<file path="src/rtl/pll_lock_supervisor_if.sv">
`default_nettype none
// ============================================================================
// pll_lock_supervisor_if : PLL lock status / system reset bundle
// Revision 1.0
// ============================================================================
interface pll_lock_supervisor_if #(
    parameter int CNT_WIDTH = 8
);
    logic                 locked;
    logic                 clr;
    logic                 rst_out;
    logic                 ready;
    logic                 fault;
    logic [CNT_WIDTH-1:0] loss_count;

    // master: the supervisor itself; slave: the PLL/software side
    modport master (
        input  locked,
        input  clr,
        output rst_out,
        output ready,
        output fault,
        output loss_count
    );

    modport slave (
        output locked,
        output clr,
        input  rst_out,
        input  ready,
        input  fault,
        input  loss_count
    );
endinterface
`default_nettype wire

</file>
<file path="src/rtl/pll_lock_supervisor.sv">
`default_nettype none
// ============================================================================
// pll_lock_supervisor : holds PLL-domain reset until lock is stable, flags
// acquisition timeouts. PLL_SUPERVISOR_LOSS_COUNT_EN builds the loss counter.
// Revision 1.0
// ============================================================================
module pll_lock_supervisor #(
    parameter int SYNC_STAGES    = 2,
    parameter int HOLD_CYCLES    = 16,
    parameter int STABLE_CYCLES  = 1024,
    parameter int TIMEOUT_CYCLES = 1000000,
    parameter int CNT_WIDTH      = 8
) (
    input  wire                    clk,
    input  wire                    reset,
    pll_lock_supervisor_if.master  bus
);
    localparam int HW = (HOLD_CYCLES    > 1) ? $clog2(HOLD_CYCLES)    : 1;
    localparam int SW = (STABLE_CYCLES  > 1) ? $clog2(STABLE_CYCLES)  : 1;
    localparam int TW = (TIMEOUT_CYCLES > 1) ? $clog2(TIMEOUT_CYCLES) : 1;

    localparam logic [HW-1:0] C_HOLD_LAST   = HW'(HOLD_CYCLES - 1);
    localparam logic [SW-1:0] C_STABLE_LAST = SW'(STABLE_CYCLES - 1);
    localparam logic [TW-1:0] C_TMO_LAST    = TW'(TIMEOUT_CYCLES - 1);

    typedef enum logic [1:0] {
        ST_HOLD      = 2'd0,
        ST_WAIT_LOCK = 2'd1,
        ST_SETTLE    = 2'd2,
        ST_RUN       = 2'd3
    } state_t;

    state_t                 state_q, state_d;
    logic [SYNC_STAGES-1:0] sync_q;
    logic [HW-1:0]          hold_q, hold_d;
    logic [SW-1:0]          stable_q, stable_d;
    logic [TW-1:0]          tmo_q, tmo_d;
    logic                   fault_q, fault_d;
    logic                   rst_out_q, ready_q;
    logic                   locked_s;
    logic                   loss_inc;

    assign locked_s = sync_q[SYNC_STAGES-1];

    always_comb begin
        state_d  = state_q;
        hold_d   = hold_q;
        stable_d = stable_q;
        tmo_d    = tmo_q;
        fault_d  = fault_q;
        loss_inc = 1'b0;

        case (state_q)
            ST_HOLD: begin
                tmo_d = '0;
                if (hold_q == C_HOLD_LAST) begin
                    state_d = ST_WAIT_LOCK;
                    hold_d  = '0;
                end else begin
                    hold_d = hold_q + 1'b1;
                end
            end
            ST_WAIT_LOCK: begin
                if (tmo_q != C_TMO_LAST) tmo_d = tmo_q + 1'b1;
                if (locked_s) begin
                    state_d  = ST_SETTLE;
                    stable_d = '0;
                end
            end
            ST_SETTLE: begin
                if (tmo_q != C_TMO_LAST) tmo_d = tmo_q + 1'b1;
                if (!locked_s) begin
                    state_d = ST_WAIT_LOCK;
                end else if (stable_q == C_STABLE_LAST) begin
                    state_d = ST_RUN;
                end else begin
                    stable_d = stable_q + 1'b1;
                end
            end
            default: begin
                tmo_d = '0;
                if (!locked_s) begin
                    state_d  = ST_HOLD;
                    hold_d   = '0;
                    loss_inc = 1'b1;
                end
            end
        endcase

        // Timeout only flags; the FSM keeps trying to acquire lock
        if ((state_q == ST_WAIT_LOCK || state_q == ST_SETTLE) && tmo_q == C_TMO_LAST)
            fault_d = 1'b1;
        if (bus.clr)
            fault_d = 1'b0;
    end

    always_ff @(posedge clk) begin
        if (reset) begin
            state_q   <= ST_HOLD;
            sync_q    <= '0;
            hold_q    <= '0;
            stable_q  <= '0;
            tmo_q     <= '0;
            fault_q   <= 1'b0;
            rst_out_q <= 1'b1;
            ready_q   <= 1'b0;
        end else begin
            state_q   <= state_d;
            sync_q    <= {sync_q[SYNC_STAGES-2:0], bus.locked};
            hold_q    <= hold_d;
            stable_q  <= stable_d;
            tmo_q     <= tmo_d;
            fault_q   <= fault_d;
            rst_out_q <= (state_d != ST_RUN);
            ready_q   <= (state_d == ST_RUN);
        end
    end

    assign bus.rst_out = rst_out_q;
    assign bus.ready   = ready_q;
    assign bus.fault   = fault_q;

`ifdef PLL_SUPERVISOR_LOSS_COUNT_EN
    logic [CNT_WIDTH-1:0] loss_q;

    always_ff @(posedge clk) begin
        if (reset || bus.clr) begin
            loss_q <= '0;
        end else if (loss_inc && loss_q != {CNT_WIDTH{1'b1}}) begin
            loss_q <= loss_q + 1'b1;
        end
    end

    assign bus.loss_count = loss_q;
`else
    assign bus.loss_count = {CNT_WIDTH{1'b0}};
`endif

endmodule
`default_nettype wire

</file>
<file path="src/flat_wrapper.sv">
// flat-port wrapper written by rule: the top's interface ports become plain ports
module pll_lock_supervisor_flat 
#(
    parameter int SYNC_STAGES    = 2,
    parameter int HOLD_CYCLES    = 16,
    parameter int STABLE_CYCLES  = 1024,
    parameter int TIMEOUT_CYCLES = 1000000,
    parameter int CNT_WIDTH      = 8
)
  (clk, reset, bus_locked, bus_clr, bus_rst_out, bus_ready, bus_fault, bus_loss_count);
  pll_lock_supervisor_if #(.CNT_WIDTH(CNT_WIDTH)) bus_i ();
  input  wire clk;
  input  wire reset;
  input wire logic [$bits(bus_i.locked)-1:0] bus_locked;
  input wire logic [$bits(bus_i.clr)-1:0] bus_clr;
  output wire logic [$bits(bus_i.rst_out)-1:0] bus_rst_out;
  output wire logic [$bits(bus_i.ready)-1:0] bus_ready;
  output wire logic [$bits(bus_i.fault)-1:0] bus_fault;
  output wire logic [$bits(bus_i.loss_count)-1:0] bus_loss_count;
  assign bus_i.locked = bus_locked;
  assign bus_i.clr = bus_clr;
  assign bus_rst_out = bus_i.rst_out;
  assign bus_ready = bus_i.ready;
  assign bus_fault = bus_i.fault;
  assign bus_loss_count = bus_i.loss_count;
  pll_lock_supervisor #(.SYNC_STAGES(SYNC_STAGES), .HOLD_CYCLES(HOLD_CYCLES), .STABLE_CYCLES(STABLE_CYCLES), .TIMEOUT_CYCLES(TIMEOUT_CYCLES), .CNT_WIDTH(CNT_WIDTH)) u_core (.clk(clk), .reset(reset), .bus(bus_i));
endmodule
</file>
<file path="config.mk">
export PLATFORM = sky130hd
export DESIGN_NAME = pll_lock_supervisor_flat
export DESIGN_NICKNAME = d
export VERILOG_FILES = /design/src/rtl/pll_lock_supervisor_if.sv /design/src/rtl/pll_lock_supervisor.sv /design/src/flat_wrapper.sv
export SDC_FILE = /design/constraint.sdc
export NUM_CORES = 1
export LEC_CHECK = 0
export ABC_AREA = 1
export CAP_MARGIN = 20
export CORE_MARGIN = 3
export CORE_UTILIZATION = 35
export CTS_CLUSTER_DIAMETER = 60
export CTS_CLUSTER_SIZE = 14
export DETAILED_ROUTE_END_ITERATION = 16
export PLACE_DENSITY = 0.51
export SYNTH_ARGS = -nofsm -noshare
export SYNTH_HDL_FRONTEND = slang
export SYNTH_SLANG_ARGS = --single-unit
</file>
<file path="constraint.sdc">
create_clock -name clk -period 3.52 [get_ports clk]
set_input_delay 0.528 -clock clk [delete_from_list [all_inputs] [get_ports clk]]
set_output_delay 0.528 -clock clk [all_outputs]
set_load 0.02 [all_outputs]
</file>
# --- Word level (Yosys, flattened, before mapping) ---
# Cells that the tools add are included.
op_classes:
  add_sub_neg: 3
  eq_ne: 12
  n_mux: 13
  bitwise: 1
  reduce_logical: 9
ops:
  columns: ["op", "count"]
  rows:
  - ["two-way mux 10 bit", 3]
  - ["adder 20 x 1 -> 20 bit, second input constant", 1]
  - ["equality test 20 bit, second input constant", 1]
  - ["!= test 20 bit, second input constant", 1]
  - ["one-hot mux 10 bit (2 select lines)", 1]
  - ["adder 10 x 1 -> 10 bit, second input constant", 1]
  - ["equality test 10 bit, second input constant", 1]
  - ["two-way mux 2 bit", 5]
  - ["two-way mux 4 bit", 2]
  - ["one-hot mux 4 bit (2 select lines)", 1]
  - ["!= test 2 bit, second input constant", 3]
  - ["one-hot mux 2 bit (3 select lines)", 1]
  - ["OR reduction 2 bit", 3]
  - ["adder 4 x 1 -> 4 bit, second input constant", 1]
  - ["equality test 2 bit, second input constant", 2]
  - ["equality test 4 bit, second input constant", 1]
  - ["!= test 2 x 1 -> 1 bit, second input constant", 2]
  - ["AND reduction 4 bit", 1]
  - ["equality test 2 x 1 -> 1 bit, second input constant", 1]
  - ["logical NOT 2 bit", 1]
  - ["AND reduction 2 bit", 1]
  - ["nonzero test 2 bit", 1]
  - ["logical AND 1 bit", 1]
  - ["logical OR 1 bit", 1]
  - ["NOT 1 bit", 1]
word_totals:
  register_bits: 41
  inputBits: 4
  output_inout_bits: 11
  elab_cells: 46

# --- Longest topological paths before layout ---
# Gate-level depths: netlist of run 1.
logic_depth:
  word_depth: 5
  ltp_mapped: 10
  mapped_depth_nobuf: 10

# --- Least setup slack after synthesis of run 1 ---
# No wires, ideal clock.
synth_path:
  kind: "flip-flop to flip-flop"
  start: "register u_core.state_q[1]"
  end: "register u_core.tmo_q[9]"
  t_arrival_ns: 1.426
  slack_ns: 2.024
  stages_incl_launch_ff: 8
  cell_sequence: "dfxtp_1 inv_1 ha_1 inv_1 nor2_1 inv_1 buf_2 a21oi_1"
synth_via:
  elab_chain_cells: 4
synth_lines:
  columns: ["element", "line_no", "text"]
  rows:
  - ["from (decl)", "pll_lock_supervisor.sv:33", "state_t state_q, state_d;"]
  - ["from (signal assigned)", "pll_lock_supervisor.sv:108", "state_q <= state_d;"]
  - ["equality test 2 bit / equality test 2 x 1 -> 1 bit (equally long branches)", "pll_lock_supervisor.sv:53", "case (state_q)"]
  - ["OR reduction 2 bit (no source line) *", null, null]
  - ["NOT 1 bit (no source line) *", null, null]
  - ["OR reduction 2 bit (no source line) *", null, null]
  - ["to (signal assigned)", "pll_lock_supervisor.sv:112", "tmo_q <= tmo_d;"]
  - ["to (decl)", "pll_lock_supervisor.sv:37", "logic [TW-1:0] tmo_q, tmo_d;"]
# Mark *: on every way between the ends. The rest lies on a longest branch, timed or not.
# A chain may end at the register's enable or synchronous reset.

# --- Worst setup path in the final report of run 1 ---
layout_path:
  start: "input port reset"
  end: "register u_core.tmo_q[3]"
layout_via:
  elab_chain_cells: 1
layout_lines:
  columns: ["element", "line_no", "text"]
  rows:
  - ["from (decl)", "flat_wrapper.sv:13", "input wire reset;"]
  - ["OR reduction 2 bit (no source line)", null, null]
# No other way between the ends.

==> results by stage, run 1 <==
Yosys:
- The share of synthesized flip-flops with an asynchronous set or reset is 0.
- The most instantiated flip-flop cell in the synthesis netlist is sky130_fd_sc_hd__dfxtp_1.
- Synthesis instantiated 34 different standard cells from the library.
- In this run, synthesis produced a sequential element count of slightly above 40.
- The Yosys warning count is 0.
- The cell area after synthesis is ~0.0023 mm².
- Of the synthesized area, sequential elements account for 0.360.
- The number of instances in the synthesized netlist is 325.
- The post-synthesis area per instance is between 7 and 8 µm².
- Counting flops with a built-in enable in the synthesized netlist gives 0.

Clock network:
- Once the clock tree was built, the resizer swapped 0 gates to a different size.
- The TritonCTS clock tree is built.
- The post-CTS setup buffer count is 0.
- The sink count of the clock tree is just over 40.
- CTS built an H-tree with a depth of 2.
- In this run, post-CTS hold repair placed 0 buffers.
- Clock-pin slew was measured on the worst setup and hold paths at 0.08 ns.
- TritonCTS created 5 clock buffers.
- In this run the clock root is driven by a sky130_fd_sc_hd__clkbuf_8.
- The maximum root-to-sink buffer count is 2.
- The clock latency at the later pin of the worst-skew pair is approximately 0.3 ns.

Worst setup path:
- STA puts the critical path data required time at about 3.8 ns.
- The largest fanout of any net on the critical path is 14.
- The worst register-to-register path ends at u_core.tmo_q[3].
- The worst-case register-to-register setup slack is between 1.5 and 2 ns.
- STA classifies the critical path startpoint as a primary input.
- The category of the worst setup path capture point is a flip-flop.
- The worst reg2reg path depth is 6.
- The largest single stage delay on the critical path is 0.66 ns.
- The launch point of the worst reg-to-reg path is u_core.state_q[0].
- Among all stages on the critical path, the largest delay is contributed by sky130_fd_sc_hd__clkdlybuf4s50_1.
- The critical path goes through clkdlybuf4s50_1, nor2_1, inv_1, a31oi_1.
- The category of the most critical setup path is in2reg.
- At the worst endpoint, the arrival time is 2.16 ns.

Pwr:
- Power spread over the standard cell area amounts to 323 mW/mm².
- The relative contribution of the clock network to total power is 0.380.
- Of the total power, the share spent switching nets is 0.232.
- The maximum vdd drop is ~0.0002 V.
- The internal power of the cells totals 613 µW.
- The net load switching power is between 150 and 200 µW.
- The leakage power is a little over 0.8 nW.
- The combinational fraction of design power is 0.031.
- The design draws approximately 800 µW.
- The sequential group share of total power is 0.590.

Layout:
- From synthesis to final layout, the design area changed by 8.50%.
- Of the cells placed in the final design, the portion with a size suffix greater than 1 is 0.0863.
- Once layout is complete, the cells apart from fillers number 411.
- The net count of the finished layout is between 300 and 400.
- Leaving out fill and tap cells, the most frequent cell in the layout is sky130_fd_sc_hd__nand2_1.
- The total inserted antenna cells is 0.
- Fill cells in the final layout number 681.
- Leaving out fill and tap cells, the most frequent cells in the layout are sky130_fd_sc_hd__nand2_1 (60), sky130_fd_sc_hd__inv_1 (42), sky130_fd_sc_hd__dfxtp_1 (41).

Timing:
- Setup repair after global routing left no endpoint under its margin.
- The worst setup margin is 1.58 ns.
- The final critical path time including I/O delays and setup is around 1.9 ns.
- Setup violations remaining at the end of the flow were counted as 0.
- The worst hold slack is 0.412 ns.
- The number of pins exceeding their max-slew limit in the final report is 0.
- The aggregate negative setup slack is 0 ns.
- The relative slew slack is 0.637.
- The number of hold-slack violations in the final timing report is 0.
- Derived from the worst setup path, the maximum achievable clock frequency is approximately 0.52 GHz.
- In the finished design, the share of the clock period the worst path needs comes to 0.550.
- The maximum clock skew at final layout is 0.00728 ns.
- At the pin with the least slew margin, the transition time is roughly 0.54 ns.

Drt:
- After detailed routing, the average wire length per cell comes to roughly 11 µm.
- The sum of routed wire length over all layers is 4.63 mm.
- The count of antenna-violating nets left after detailed routing is 0.
- The first-iteration detailed-routing DRC count is between 40 and 50.
- The first detailed-routing pass took 4 iterations.
- The number of remaining DRC errors is 0.
- The total number of vias is roughly 2.0k.
- After detailed routing, the number of vias per cell comes to between 4 and 5.

Place:
- At the end of routability-driven placement, the weighted congestion stood at between 0.7 and 0.8.
- The wire-length estimate of the detail-placed layout is approximately 3.5 mm.
- The post-placement cell count is just over 400.
- The minimum setup slack after placement is ~1.2 ns.
- Buffers placed on the I/O ports in this run total 6.

Global route:
- The via count of the first global-routing pass came to between 1.5k and 2k.
- The remaining global-route overflow is 0.
- The maximum number of pins on one net before global-route repair is 15.
- The initial antenna violation count is 0.
- The global-route wire length before repair is between 8 and 9 mm.
- The global router's overall resource usage is 0.138.

Hold path:
- The hold-critical path depth is 2.
- The worst min-delay path class is reg2reg.
- The start point of the worst min-delay path is u_core.sync_q[0].
- The worst hold path terminates at u_core.sync_q[1].

Floorplanning:
- The number of top-level pins is 15.
- The die is about 87 µm tall.
- The initial core utilization is 0.372.
- The die is between 80 and 90 µm wide.
- The total core area is 0.00613 mm².
- The area enclosed by the die boundary is roughly 0.0075 mm².
- In this run the core area contains 28 standard-cell rows.

Flow run:
- The tool flagged a number of max-cap violations equal to 0.

Run status:
- The run finished with clean final reports.
Yosys cell counts (all sizes together) (2+ instances only):
cell type / n / area, µm²
o21ai: 15 / 75.1
dfxtp: 41 / 821
inv: 45 / 169
nor3: 13 / 75.1
buf: 9 / 65.1
ha: 7 / 87.6
nand3: 23 / 133
xor2: 6 / 52.6
nor2: 44 / 200
xnor2: 2 / 17.5
nand2: 67 / 269
a21oi: 27 / 139
nand4: 15 / 93.8
power by group through the flow:
stage	Clock, mW	Sequential (mW)	Combinational (mW)
after floorplan	0	0.481	0.0252
after global placement	0	0.482	0.0244
after detailed placement	0	0.482	0.0246
after CTS	0.319	0.471	0.0247
after global routing	0.335	0.472	0.0279
final	0.303	0.471	0.0244
per-layer routing:
layer | vias up | wire [µm] | track usage
li1 | 1066 | - | -
met1 | 887 | 2220 | 0.177
met2 | 21 | 2190 | 0.227
met3 | 8 | 139 | 0.0304
met4 | 0 | 79 | 0.0524
met5 | - | 0 | 0
logic make-up after synthesis:
group | count (synthesis) | share of synthesized area
AO/OA/AOI/OAI | 46 | 0.111
other | 1 | 0.00164
AND/OR/NAND/NOR | 166 | 0.349
buffers and inverters | 55 | 0.104
XOR/XNOR | 8 | 0.0307
adder cells (fa/ha/maj) | 7 | 0.0384
multiplexers | 1 | 0.00439
flip-flops | 41 | 0.360
through the flow:
| stage | utilization | cell area, µm² |
|---|---|---|
| after floorplan | - | 2310 |
| after global placement | 0.390 | 2390 |
| after detailed placement | 0.390 | 2390 |
| after CTS | 0.404 | 2470 |
| after global routing | 0.404 | 2470 |
| final | 0.404 | 2470 |
cell type report:
type                    count  area (µm²)  area share
well taps                  75        93.8      0.0379
multi-input cells         236        1250       0.505
repair buffers              6        60.1      0.0243
flip-flops and latches     41         821       0.332
inverters                  45         169      0.0683
clock inverters             2        10.0     0.00404
clock buffers               6        72.6      0.0293
critical path, delay by kind of cell:
family	cells	cell delay [ns]
AND/OR/NAND/NOR	1	0.43
buffers and inverters	2	0.99
AO/OA/AOI/OAI	1	0.22
sequential cells by signal, indices dropped and copies added, names as in the netlist:
signal and flops:
u_core.sync_q 2, u_core.state_q 2, u_core.tmo_q 20, u_core.bus.rst_out 1, u_core.stable_q 10, u_core.bus.ready 1, u_core.hold_q 4, u_core.bus.fault 1
how the worst max path moves through the flow:
stage / from / endpoint / slack [ns]
after CTS: reset / u_core.tmo_q[3] / 1.54
final: reset / u_core.tmo_q[3] / 1.58
after floorplan: u_core.state_q[1] / u_core.tmo_q[9] / 2.02
after global placement: reset / u_core.tmo_q[3] / 1.27
after global routing: reset / u_core.tmo_q[18] / 1.31
after detailed placement: reset / u_core.tmo_q[3] / 1.23
(Power assumes the default switching activity.)
==> run 2: changes to the inputs <==
- PLACE_DENSITY: 0.51 -> 0.53
- clock period: 3.52 -> 1.7 ns (I/O delays scaled with it)
==> results by stage, run 2 (same netlist as run 1, synthesis figures left out) <==
Run status:
- The run finished with clean final reports.

Global route:
- For met2 alone, demand over resource in global routing was 0.229.
- The remaining global-route overflow is 0.
- For this run, the total global-route usage over all layers was measured as 0.139.
- In this run the most used layer during global routing was met2.
- Entering global routing, the biggest net connects 15 pins.
- For met1 alone, demand over resource in global routing was 0.182.
- The global routing met3 resource utilization is 0.0323.
- The first global-routing pass estimated around 8.6 mm of wire.
- The initial antenna violation count is 0.
- The via count of the first global-routing pass came to approximately 1.9k.

Worst setup path:
- Measured in cells, the most critical reg-to-reg path has a length of 9.
- The worst endpoint data arrival time is between 1.5 and 2 ns.
- The worst register-to-register path begins at u_core.state_q[0].
- The category of cells accounting for the largest share of critical-path delay is simple AND/OR/NAND/NOR gates.
- The nature of the critical path startpoint is a flip-flop.
- At the worst endpoint, the required time is between 1.5 and 2 ns.
- Tracing the worst setup path back leads to its startpoint at u_core.state_q[0].
- The cell that appears most often on the critical path is sky130_fd_sc_hd__nand2_2.
- Counting buffers and inverters, the worst setup path is 9 cells deep.
- In this run the worst path has a maximum fanout of 9.
- Setup slack on the worst reg-to-reg path comes out at 0.14 ns.
- Traced cell by cell, the critical path runs through inv_1, ha_2, inv_2, nor2_4, nand3_4, nand2_2, nand2_2, a21boi_4, nand2_2.
- The stage delay of the slowest cell on the critical path is 0.31 ns.
- Counting both buffers and inverters, the worst setup path holds a total of 2.
- The category of the most critical setup path is reg2reg.
- The worst setup path is captured at a flip-flop.
- The standard cell with the maximum stage delay on the critical path is sky130_fd_sc_hd__dfxtp_1.
- The worst register-to-register path ends at u_core.bus.rst_out.
- In this run the worst setup path terminates at u_core.bus.rst_out.

Layout:
- Fill cells in the final layout number 655.
- At the end of the flow the core is filled with cells to 0.418.
- The total inserted antenna cells is 0.
- The library cell used most frequently in the layout, excluding fill and tap cells, is sky130_fd_sc_hd__nand2_1.
- The design area is ~0.0026 mm².
- The largest registers in the layout are u_core.tmo_q x20, u_core.stable_q x10, u_core.hold_q x4.
- The number of non-filler instances in the completed layout is around 420.
- The synthesis-to-layout area growth is 12.4%.
- In the layout the commonest cells are sky130_fd_sc_hd__nand2_1 (59), sky130_fd_sc_hd__inv_1 (42), sky130_fd_sc_hd__dfxtp_1 (41).
- The register with the most flip-flops in the final layout is u_core.tmo_q.
- The register with the most flip-flops in the layout has 20 of them.
- In the final layout, the share of cells above drive strength 1 is 0.114.
- After the last flow step, the layout net total stands at about 350.

Drt:
- In the routed layout, each cell is associated on average with a via count of about 4.8.
- After detailed routing, the total wire length is about 4.8 mm.
- The count of antenna-violating nets left after detailed routing is 0.
- The routed layout has 2009 vias.
- For this run, the detailed router's first-pass iteration total came to 4.
- The number of remaining DRC errors is 0.
- The first-iteration detailed-routing DRC count is 58.
- The final routed wire length divided by cell count is about 11 µm.

Clock network:
- The number of setup buffers added after CTS is 0.
- The later pin in the worst-skew pair is clocked with a latency of 0.29 ns.
- The H-tree level count is 2.
- The clock-pin slew on the worst setup and hold paths is ~0.070 ns.
- The maximum root-to-sink buffer count is 2.
- The tree is rooted in a sky130_fd_sc_hd__clkbuf_8.
- The sink count of the clock tree is just over 40.
- The number of buffers added to fix hold violations after cts is 0.
- The quantity of gates resized following cts is 1.
- TritonCTS created 5 clock buffers.
- TritonCTS built the clock tree.

Timing:
- In the final timing run, aggregate negative setup slack is 0 ns.
- In the finished design, the share of the clock period the worst path needs comes to 0.915.
- The number of pins exceeding their max-slew limit in the final report is 0.
- The number of hold-slack violations in the final timing report is 0.
- The final critical path time including I/O delays and setup is between 1.5 and 2 ns.
- Timing would allow up to 0.643 GHz.
- Once routing completed, OpenROAD measured the worst setup slack at roughly 0.14 ns.
- For the final database, setup skew stands at ~0.008 ns.
- Setup repair after global routing could not meet its margin everywhere.
- Setup violations remaining at the end of the flow were counted as 0.
- The worst hold slack is ~0.40 ns.

Floorplanning:
- The horizontal extent of the die is ~87 µm.
- The number of top-level pins is 15.
- The floorplan step defined a die boundary enclosing 0.00752 mm².
- The total area inside the core boundary comes to a little over 0.006 mm².
- The site row count is 28.
- The initial core utilization is 0.372.
- The height of the die is 86.7 µm.

Place:
- The global placer's final weighted congestion is between 0.8 and 0.9.
- Summed over all nets, the half-perimeter wirelength after detailed placement is around 3.6 mm.
- In this run, placement finished with an instance count of about 410.
- OpenSTA, run right after detailed placement, puts the worst setup slack at -0.00564 ns.
- The port buffer count is 6.
- The standard cell area after detailed placement is ~0.0025 mm².

Pwr:
- Dividing total power by cell area gives a power density of 636 mW/mm².
- The total power draw is approximately 1.6 mW.
- The leakage power is approximately 0.87 nW.
- The maximum vdd drop is between 0.0004 and 0.0005 V.

Flow run:
- The total of max-cap violations is 0.

Hold path:
- The worst min-delay path class is reg2reg.
==> run 2: cell type report <==
class                           instances  area [µm²]  area share
Clock buffer                            5        68.8      0.0268
Clock inverter                          1        5.00     0.00195
Inverter                               45         169      0.0659
Multi-Input combinational cell        236        1270       0.497
Sequential cell                        41         821       0.320
Tap cell                               75        93.8      0.0366
Timing Repair Buffer                   14         133      0.0517
==> run 2: worst min path at each step <==
stage                      from                to  slack [ns]  depth (start not counted)
3_3_place_gp   u_core.sync_q[0]  u_core.sync_q[1]        0.39                          2
5_1_grt        u_core.sync_q[0]  u_core.sync_q[1]        0.43                          2
2_1_floorplan           bus_clr  u_core.bus.fault        0.32                          1
6_report       u_core.sync_q[0]  u_core.sync_q[1]        0.40                          2
3_5_place_dp   u_core.sync_q[0]  u_core.sync_q[1]        0.40                          2
4_1_cts        u_core.sync_q[0]  u_core.sync_q[1]        0.41                          2
==> run 2: report_power, final <==
part | leakage, nW | internal (mW) | switching, mW
clock | 0.0399 | 0.271 | 0.327
sequential | 0.331 | 0.968 | 0.00662
combinational | 0.498 | 0.0201 | 0.0368
==> run 2: metal layers <==
metal | vias up | routed length (µm)
met1 | 908 | 2390
met4 | 0 | 44
li1 | 1073 | -
met3 | 5 | 151
met2 | 23 | 2190
met5 | - | 0
==> run 2: tightest hold or removal path: cells and delay by family, from the launching register on <==
kind	cells	cell delay (ns)
flip-flops	1	0.30
buffers and inverters	1	0.04
AND/OR/NAND/NOR	1	0.03
